===== src/rtl/ahb5_to_apb4_bridge.sv =====
// rtl/ahb5_to_apb4_bridge.sv - AHB5 subordinate that turns each single AHB beat into one APB4 transfer
module ahb5_to_apb4_bridge #(
    parameter int ADDR_WIDTH = 32
) (
    input  logic                  HCLK,
    input  logic                  HRESETn,
    input  logic                  HSEL,
    input  logic [31:0]           HADDR,
    input  logic [1:0]            HTRANS,
    input  logic                  HWRITE,
    input  logic [2:0]            HSIZE,
    input  logic [2:0]            HBURST,
    input  logic [3:0]            HPROT,
    input  logic                  HNONSEC,
    input  logic                  HMASTLOCK,
    input  logic [31:0]           HWDATA,
    input  logic                  HREADY,
    output logic                  HREADYOUT,
    output logic                  HRESP,
    output logic [31:0]           HRDATA,
    output logic [ADDR_WIDTH-1:0] PADDR,
    output logic [31:0]           PWDATA,
    output logic                  PWRITE,
    output logic                  PSEL,
    output logic                  PENABLE,
    output logic [3:0]            PSTRB,
    output logic [2:0]            PPROT,
    input  logic                  PREADY,
    input  logic [31:0]           PRDATA,
    input  logic                  PSLVERR
);

    typedef enum logic [2:0] {
        S_IDLE,
        S_WDATA,
        S_SETUP,
        S_ACCESS,
        S_ERR1,
        S_ERR2
    } state_t;

    state_t      state;
    state_t      state_d;
    logic        accept;
    logic        illegal;
    logic [3:0]  strb_d;
    logic        hreadyout_d;
    logic        hresp_d;
    logic        psel_d;
    logic        penable_d;
    logic        unused_inputs;

    assign unused_inputs = ^{HBURST, HMASTLOCK, HPROT[3:2], HTRANS[0]};

    // ERR2 already drives HREADYOUT=1, so it can take the next address phase like IDLE
    assign accept  = HSEL && HREADY && HTRANS[1] && ((state == S_IDLE) || (state == S_ERR2));
    assign illegal = (HSIZE > 3'd2)
                  || ((HSIZE == 3'd1) && HADDR[0])
                  || ((HSIZE == 3'd2) && (HADDR[1:0] != 2'b00));

    always_comb begin
        strb_d = 4'b0000;
        if (HWRITE) begin
            case (HSIZE)
                3'd0:    strb_d = 4'b0001 << HADDR[1:0];
                3'd1:    strb_d = 4'b0011 << {HADDR[1], 1'b0};
                default: strb_d = 4'b1111;
            endcase
        end
    end

    always_comb begin
        state_d = state;
        case (state)
            S_IDLE, S_ERR2: begin
                if (accept) begin
                    if (illegal)     state_d = S_ERR1;
                    else if (HWRITE) state_d = S_WDATA;
                    else             state_d = S_SETUP;
                end else begin
                    state_d = S_IDLE;
                end
            end
            S_WDATA:  state_d = S_SETUP;
            S_SETUP:  state_d = S_ACCESS;
            S_ACCESS: if (PREADY) state_d = PSLVERR ? S_ERR1 : S_IDLE;
            S_ERR1:   state_d = S_ERR2;
            default:  state_d = S_IDLE;
        endcase
        // Outputs are decoded from the next state so they leave the flops aligned with it
        hreadyout_d = (state_d == S_IDLE) || (state_d == S_ERR2);
        hresp_d     = (state_d == S_ERR1) || (state_d == S_ERR2);
        psel_d      = (state_d == S_SETUP) || (state_d == S_ACCESS);
        penable_d   = (state_d == S_ACCESS);
    end

    always_ff @(posedge HCLK or negedge HRESETn) begin
        if (!HRESETn) begin
            state     <= S_IDLE;
            HREADYOUT <= 1'b1;
            HRESP     <= 1'b0;
            PSEL      <= 1'b0;
            PENABLE   <= 1'b0;
        end else begin
            state     <= state_d;
            HREADYOUT <= hreadyout_d;
            HRESP     <= hresp_d;
            PSEL      <= psel_d;
            PENABLE   <= penable_d;
        end
    end

    // Captured fields only change on accept, which keeps them stable through SETUP and ACCESS
    always_ff @(posedge HCLK or negedge HRESETn) begin
        if (!HRESETn) begin
            PADDR  <= '0;
            PWRITE <= 1'b0;
            PSTRB  <= 4'b0000;
            PPROT  <= 3'b000;
            PWDATA <= 32'h0;
            HRDATA <= 32'h0;
        end else begin
            if (accept) begin
                PADDR  <= HADDR[ADDR_WIDTH-1:0];
                PWRITE <= HWRITE;
                PSTRB  <= strb_d;
                PPROT  <= {~HPROT[0], HNONSEC, HPROT[1]};
            end
            if (state == S_WDATA) begin
                PWDATA <= HWDATA;
            end
            if ((state == S_ACCESS) && PREADY && !PWRITE) begin
                HRDATA <= PRDATA;
            end
        end
    end

endmodule

===== config.mk =====
export PLATFORM = sky130hd
export DESIGN_NAME = ahb5_to_apb4_bridge
export DESIGN_NICKNAME = d
export VERILOG_FILES = /design/src/rtl/ahb5_to_apb4_bridge.sv
export SDC_FILE = /design/constraint.sdc
export NUM_CORES = 1
export LEC_CHECK = 0
export ABC_AREA = 0
export CAP_MARGIN = 0
export CORE_MARGIN = 2
export CORE_UTILIZATION = 24
export CTS_CLUSTER_DIAMETER = 30
export DETAILED_ROUTE_END_ITERATION = 12
export PLACE_DENSITY_LB_ADDON = 0.2
export SLEW_MARGIN = 20
export SYNTH_ARGS = -nofsm -noshare
export SYNTH_HDL_FRONTEND = slang
export SYNTH_SLANG_ARGS = --single-unit

===== constraint.sdc =====
create_clock -name HCLK -period 2.1 [get_ports HCLK]
set_clock_uncertainty 0.15 [all_clocks]
set_input_delay 0.21 -clock HCLK [delete_from_list [all_inputs] [get_ports HCLK]]
set_output_delay 0.21 -clock HCLK [all_outputs]
set_load 0.02 [all_outputs]

# ---- After elaboration in Yosys (flattened, before gate mapping)
# Cells that the tools add are included.
dict set report op_classes {
  bitwise 1
  eq_ne 11
  n_shift 2
  reduce_logical 19
  muxes 8
  order_cmp 1
}
# op count
set ops {}
lappend ops {{3-bit by 2-bit equality test with 1-bit output (second input constant)} 5}
lappend ops {{3-bit case mux with 5 select lines} 1}
lappend ops {{3-bit equality test (second input constant)} 4}
lappend ops {{3-bit two-way mux} 4}
lappend ops {{3-bit zero test} 3}
lappend ops {{4-bit case mux with 2 select lines} 1}
lappend ops {{1-bit logical AND} 7}
lappend ops {{3-bit by 1-bit equality test with 1-bit output (second input constant)} 2}
lappend ops {{1-bit logical OR} 6}
lappend ops {{4-bit two-way mux} 1}
lappend ops {{1-bit by 2-bit << shifter with 4-bit output (first input constant)} 1}
lappend ops {{2-bit by 2-bit << shifter with 4-bit output (first input constant)} 1}
lappend ops {{3-bit by 2-bit > comparator with 1-bit output (second input constant)} 1}
lappend ops {{2-bit two-way mux} 1}
lappend ops {{2-bit nonzero test} 1}
lappend ops {{2-bit OR reduction} 1}
lappend ops {{1-bit zero test} 1}
lappend ops {{1-bit inverter} 1}
dict set report totals {
  word_cells 53
  input_bits 117
  output_inout_bits 108
  regBits 111
}

# ---- Logic depth before layout (Yosys ltp)
dict set report depth {
  depth_word 9
  ltp_mapped 6
  depth_no_buf 3
}

# ---- Worst setup path before layout
# OpenSTA, ideal clock, no wires.
dict set report synth_timing {
  path_type {register to register}
  start {reg state[2]}
  end {reg HRDATA[10]}
  required_ps 1825
  setup_slack_ps 338
  period_less_slack_ps 1762
  stages_incl_launch_ff 7
  path_buffers 3
  setup_time_ps 125
  arrival_ps 1487
  path_cell_list {dfrtp_1 > buf_4 > and4b_1 > nor2b_1 > buf_2 > buf_4 > mux2_2}
}
dict set report synth_via {
  elab_chain_cells 3
}
# item line
set synth_rtl {}
lappend synth_rtl {{from (decl)} 42} ;# state_t state;
lappend synth_rtl {{from (signal assigned)} 105} ;# state <= state_d;
lappend synth_rtl {{3-bit by 2-bit equality test with 1-bit output} 132} ;# if ((state == S_ACCESS) && PREADY && !PWRITE) begin
lappend synth_rtl {{1-bit logical AND (2 in a row)} 132}
lappend synth_rtl {{to (signal assigned)} 121} ;# HRDATA <= 32'h0;
lappend synth_rtl {{to (signal assigned)} 133} ;# HRDATA <= PRDATA;
lappend synth_rtl {{to (decl)} 20} ;# output logic [31:0] HRDATA,
# Every way passes these cells.
# A chain may end at the register's enable or synchronous reset.

# ---- Final worst setup path
dict set report layout_timing {
  start {reg HREADYOUT}
  end {out HREADYOUT}
}
# item line
set layout_lines {}
lappend layout_lines {{from (decl)} 18} ;# output logic HREADYOUT,
lappend layout_lines {{from (signal assigned)} 106} ;# HREADYOUT <= hreadyout_d;
# No word-level cell between the ends.

==> impl_metrics.py <==
metrics = {
    "status": {
        "status": "finished clean",
    },
    "timing": {
        "tns_ns": 0,
        "fin_crit_ns": 1.89,
        "max_freq_ghz": 0.530,
        "slew_violations": 0,
        "finalSetupViolCount": 0,
        "relSlewSlack_pct": 65.2,
        "rsz0062_at_grt": "no",
        "final_hold_viol_count": 0,
        "min_period_over_period_pct": 89.9,
        "tightest_slew_ns": 0.522,
    },
    "floorplan": {
        "coreArea_um2": 18100,
        "die_x_um": 141,
        "dieArea_um2": 19800,
        "start_util_pct": 24.7,
        "floorplan.io_pins": 225,
        "die_h_um": 141,
        "row_count": 49,
    },
    "detailed_routing": {
        "via_count": 3070,
        "ant_nets": 0,
        "wl_per_cell_um": 15.8,
        "drt_iter0_markers": 83,
        "drt_first_pass_iters": 4,
        "routed_via_density": 4.20,
        "drc": 0,
        "wirelength_um": 11600,
    },
    "final_layout": {
        "finalNonFillerCells": 731,
        "mostFrequentLayoutCells": "216 x clkdlybuf4s50_1, 110 x dfrtp_1, 65 x mux2_2",
        "area_delta_synth_final_pct": 61.9,
        "layout_commonest_cell": "clkdlybuf4s50_1",
        "fillers": 1707,
        "regArea_um2": 2780,
        "drive_above_1_share_pct": 26.7,
        "diodes": 0,
        "multiInputGateArea_um2": 1540,
        "nets": 614,
    },
    "setup_path": {
        "max_stage_delay_ns": 0.66,
        "crit_path_max_fanout": 1,
        "cp_slowest_cell": "clkdlybuf4s50_1",
        "endpoint_kind": "primary output",
        "crit_chain": "clkdlybuf4s50_1",
        "crit_buf_inv": 1,
        "cp_data_arrival_time_ns": 1.53,
        "criticalPathCategory": "reg2out",
        "cpLargestDelayFamily": "buffers and inverters",
        "crit_required_ns": 1.74,
        "start_kind": "flop",
    },
    "power_and_ir_drop": {
        "sw_frac_of_total_pct": 34.6,
        "p_seq_share_pct": 33.6,
        "p_int_mw": 7.38,
        "p_leak_nw": 3.09,
        "power.switching_mw": 3.90,
        "ir_worst_vdd_mv": 0.543,
        "pwr-share-comb_pct": 51.8,
        "p_per_area_nw_per_um2": 1560,
        "p_clk_share_pct": 14.7,
    },
    "placement": {
        "dp_hpwl_um": 8440,
        "place.port_buffers": 217,
        "dp_cells": 714,
        "gp_congestion": 0.685,
    },
    "synthesis": {
        "synth-edff-count": 0,
        "synth_nets": 386,
        "synthFlopType": "dfrtp_1",
        "netlist_top_cells_area": "dfrtp_1 61%, mux2_2 16%, mux2_4 11%",
        "ys_seq_elements": 111,
        "yosys.cell_types.count": 32,
        "avgSynthCellArea_um2": 16.6,
        "ys_warn_count": 0,
        "synth.top_cell.area_share_pct": 61.5,
        "seq_area_frac_synth_pct": 62.1,
        "yosysTopAreaCell": "dfrtp_1",
        "synthesis.area_um2": 4480,
        "synth-async-reset-ratio_pct": 100,
        "synth_cells": 269,
    },
    "grt": {
        "grt_remaining_overflow": 0,
        "grt_antenna_before_repair": 1,
        "grt_first_pass_wirelength_um": 18100,
        "grt_use_total_pct": 11.7,
        "grt_max_degree": 73,
        "grt_pass1_vias": 3414,
    },
    "clocking": {
        "ctsLongestPathBuffers": 2,
        "cts_tree": "yes",
        "clock-sinks": 111,
        "worstSkewPairLatency_ns": 0.35,
        "cts_root_buf": "clkbuf_16",
        "numCtsBuffers": 9,
        "clk_pin_slew_ns": 0.08,
        "htree_levels": 3,
        "ctsResizeCount": 0,
    },
    "flow_run": {
        "max_cap_viol_count": 0,
    },
    "hold_path": {
        "hold_class": "in2async",
    },
}
-- cell usage after synthesis, types with 2 or more instances --
cell	count
inv_1	3
nand2b_1	2
mux2_2	65
a311o_1	2
mux2_4	33
a21oi_1	3
o21ai_0	12
buf_6	3
o31ai_1	3
buf_4	7
a21boi_0	2
buf_12	3
nor2_1	3
dfrtp_1	110
-- flip-flops by register name, indices dropped and copies added, names as in the netlist --
signal	count
state	3
PENABLE	1
HRDATA	32
PWDATA	32
PSEL	1
PPROT	3
HRESP	1
HREADYOUT	1
PADDR	32
PWRITE	1
PSTRB	4
-- cell type report --
class,count,share of cell area (%)
Multi-Input combinational cell,141,21.3
Sequential cell,111,38.3
Inverter,3,0.155
Clock buffer,12,3.54
Tap cell,229,3.95
Clock inverter,4,0.414
Timing Repair Buffer,231,32.3
-- through the flow --
| stage | worst slack (ns) | utilization, % | hold slack (ns) | cell area, µm² | total power [mW] |
|---|---|---|---|---|---|
| floorplan | 0.338 | - | -0.236 | 4480 | 6.88 |
| global placement | 0.0740 | 38.3 | 0.116 | 6950 | 9.65 |
| detailed placement | 0.0723 | 38.3 | 0.118 | 6950 | 9.74 |
| CTS | 0.191 | 39.9 | 0.281 | 7250 | 11.5 |
| global route | 0.174 | 39.9 | 0.295 | 7250 | 11.9 |
| finish | 0.211 | 39.9 | 0.264 | 7250 | 11.3 |
-- layer usage --
layer	global-route usage [%]	up-vias	share of wire, %
li1	-	1412	-
met1	13.5	1519	41
met2	20.1	123	49
met3	4.18	14	8.1
met4	4.68	2	1.7
met5	0	-	0.11
-- kinds of logic after synthesis --
kind of cell,Yosys count,share of synthesized area (%)
AOI/OAI and AO/OA,28,4.00
xor gates and xnor gates,2,0.559
buffers and inverters,17,3.63
DFF,111,62.1
muxes,99,27.7
and+or+nand+nor,12,2.07
-- path summary, 6_finish.rpt --
kind | startpoint | to | slack [ns] | cells past startpoint
setup / recovery | HREADYOUT$_DFF_PN1_ | HREADYOUT | 0.21 | 1
hold / removal | HRESETn | PADDR[0]$_DFFE_PN0N_ | 0.26 | 3
setup reg to reg | state[0]$_DFF_PN0_ | HRDATA[6]$_DFFE_PN0P_ | 0.26 | 4
hold reg to reg | HRDATA[7]$_DFFE_PN0P_ | HRDATA[7]$_DFFE_PN0P_ | 0.34 | 1
max in group asynchronous | HRESETn | PADDR[31]$_DFFE_PN0N_ | 1.08 | 3
min in group HCLK | HPROT[0] | PPROT[2]$_DFFE_PN0N_ | 0.30 | 2
-- worst min-delay path, stage by stage --
cell           delay (ns)
dlygate4sd3_1        0.53
buf_4                0.12
buf_12               0.31
-- power by group through the flow --
stage                     combinational (mW)  clock, mW  sequential [mW]
final                                   5.84       1.65             3.79
after global routing                    6.15       1.81             3.94
after CTS                               5.94       1.74             3.80
after global placement                  5.86          0             3.79
after detailed placement                5.91          0             3.82
after floorplan                         1.81          0             5.07
-- what timing repair did --
item,in CTS,in global routing
hold endpoints to repair,110,0
hold buffers,1,0
setup buffers,0,0
setup endpoints to repair,0,0
(Power assumes the default switching activity.)
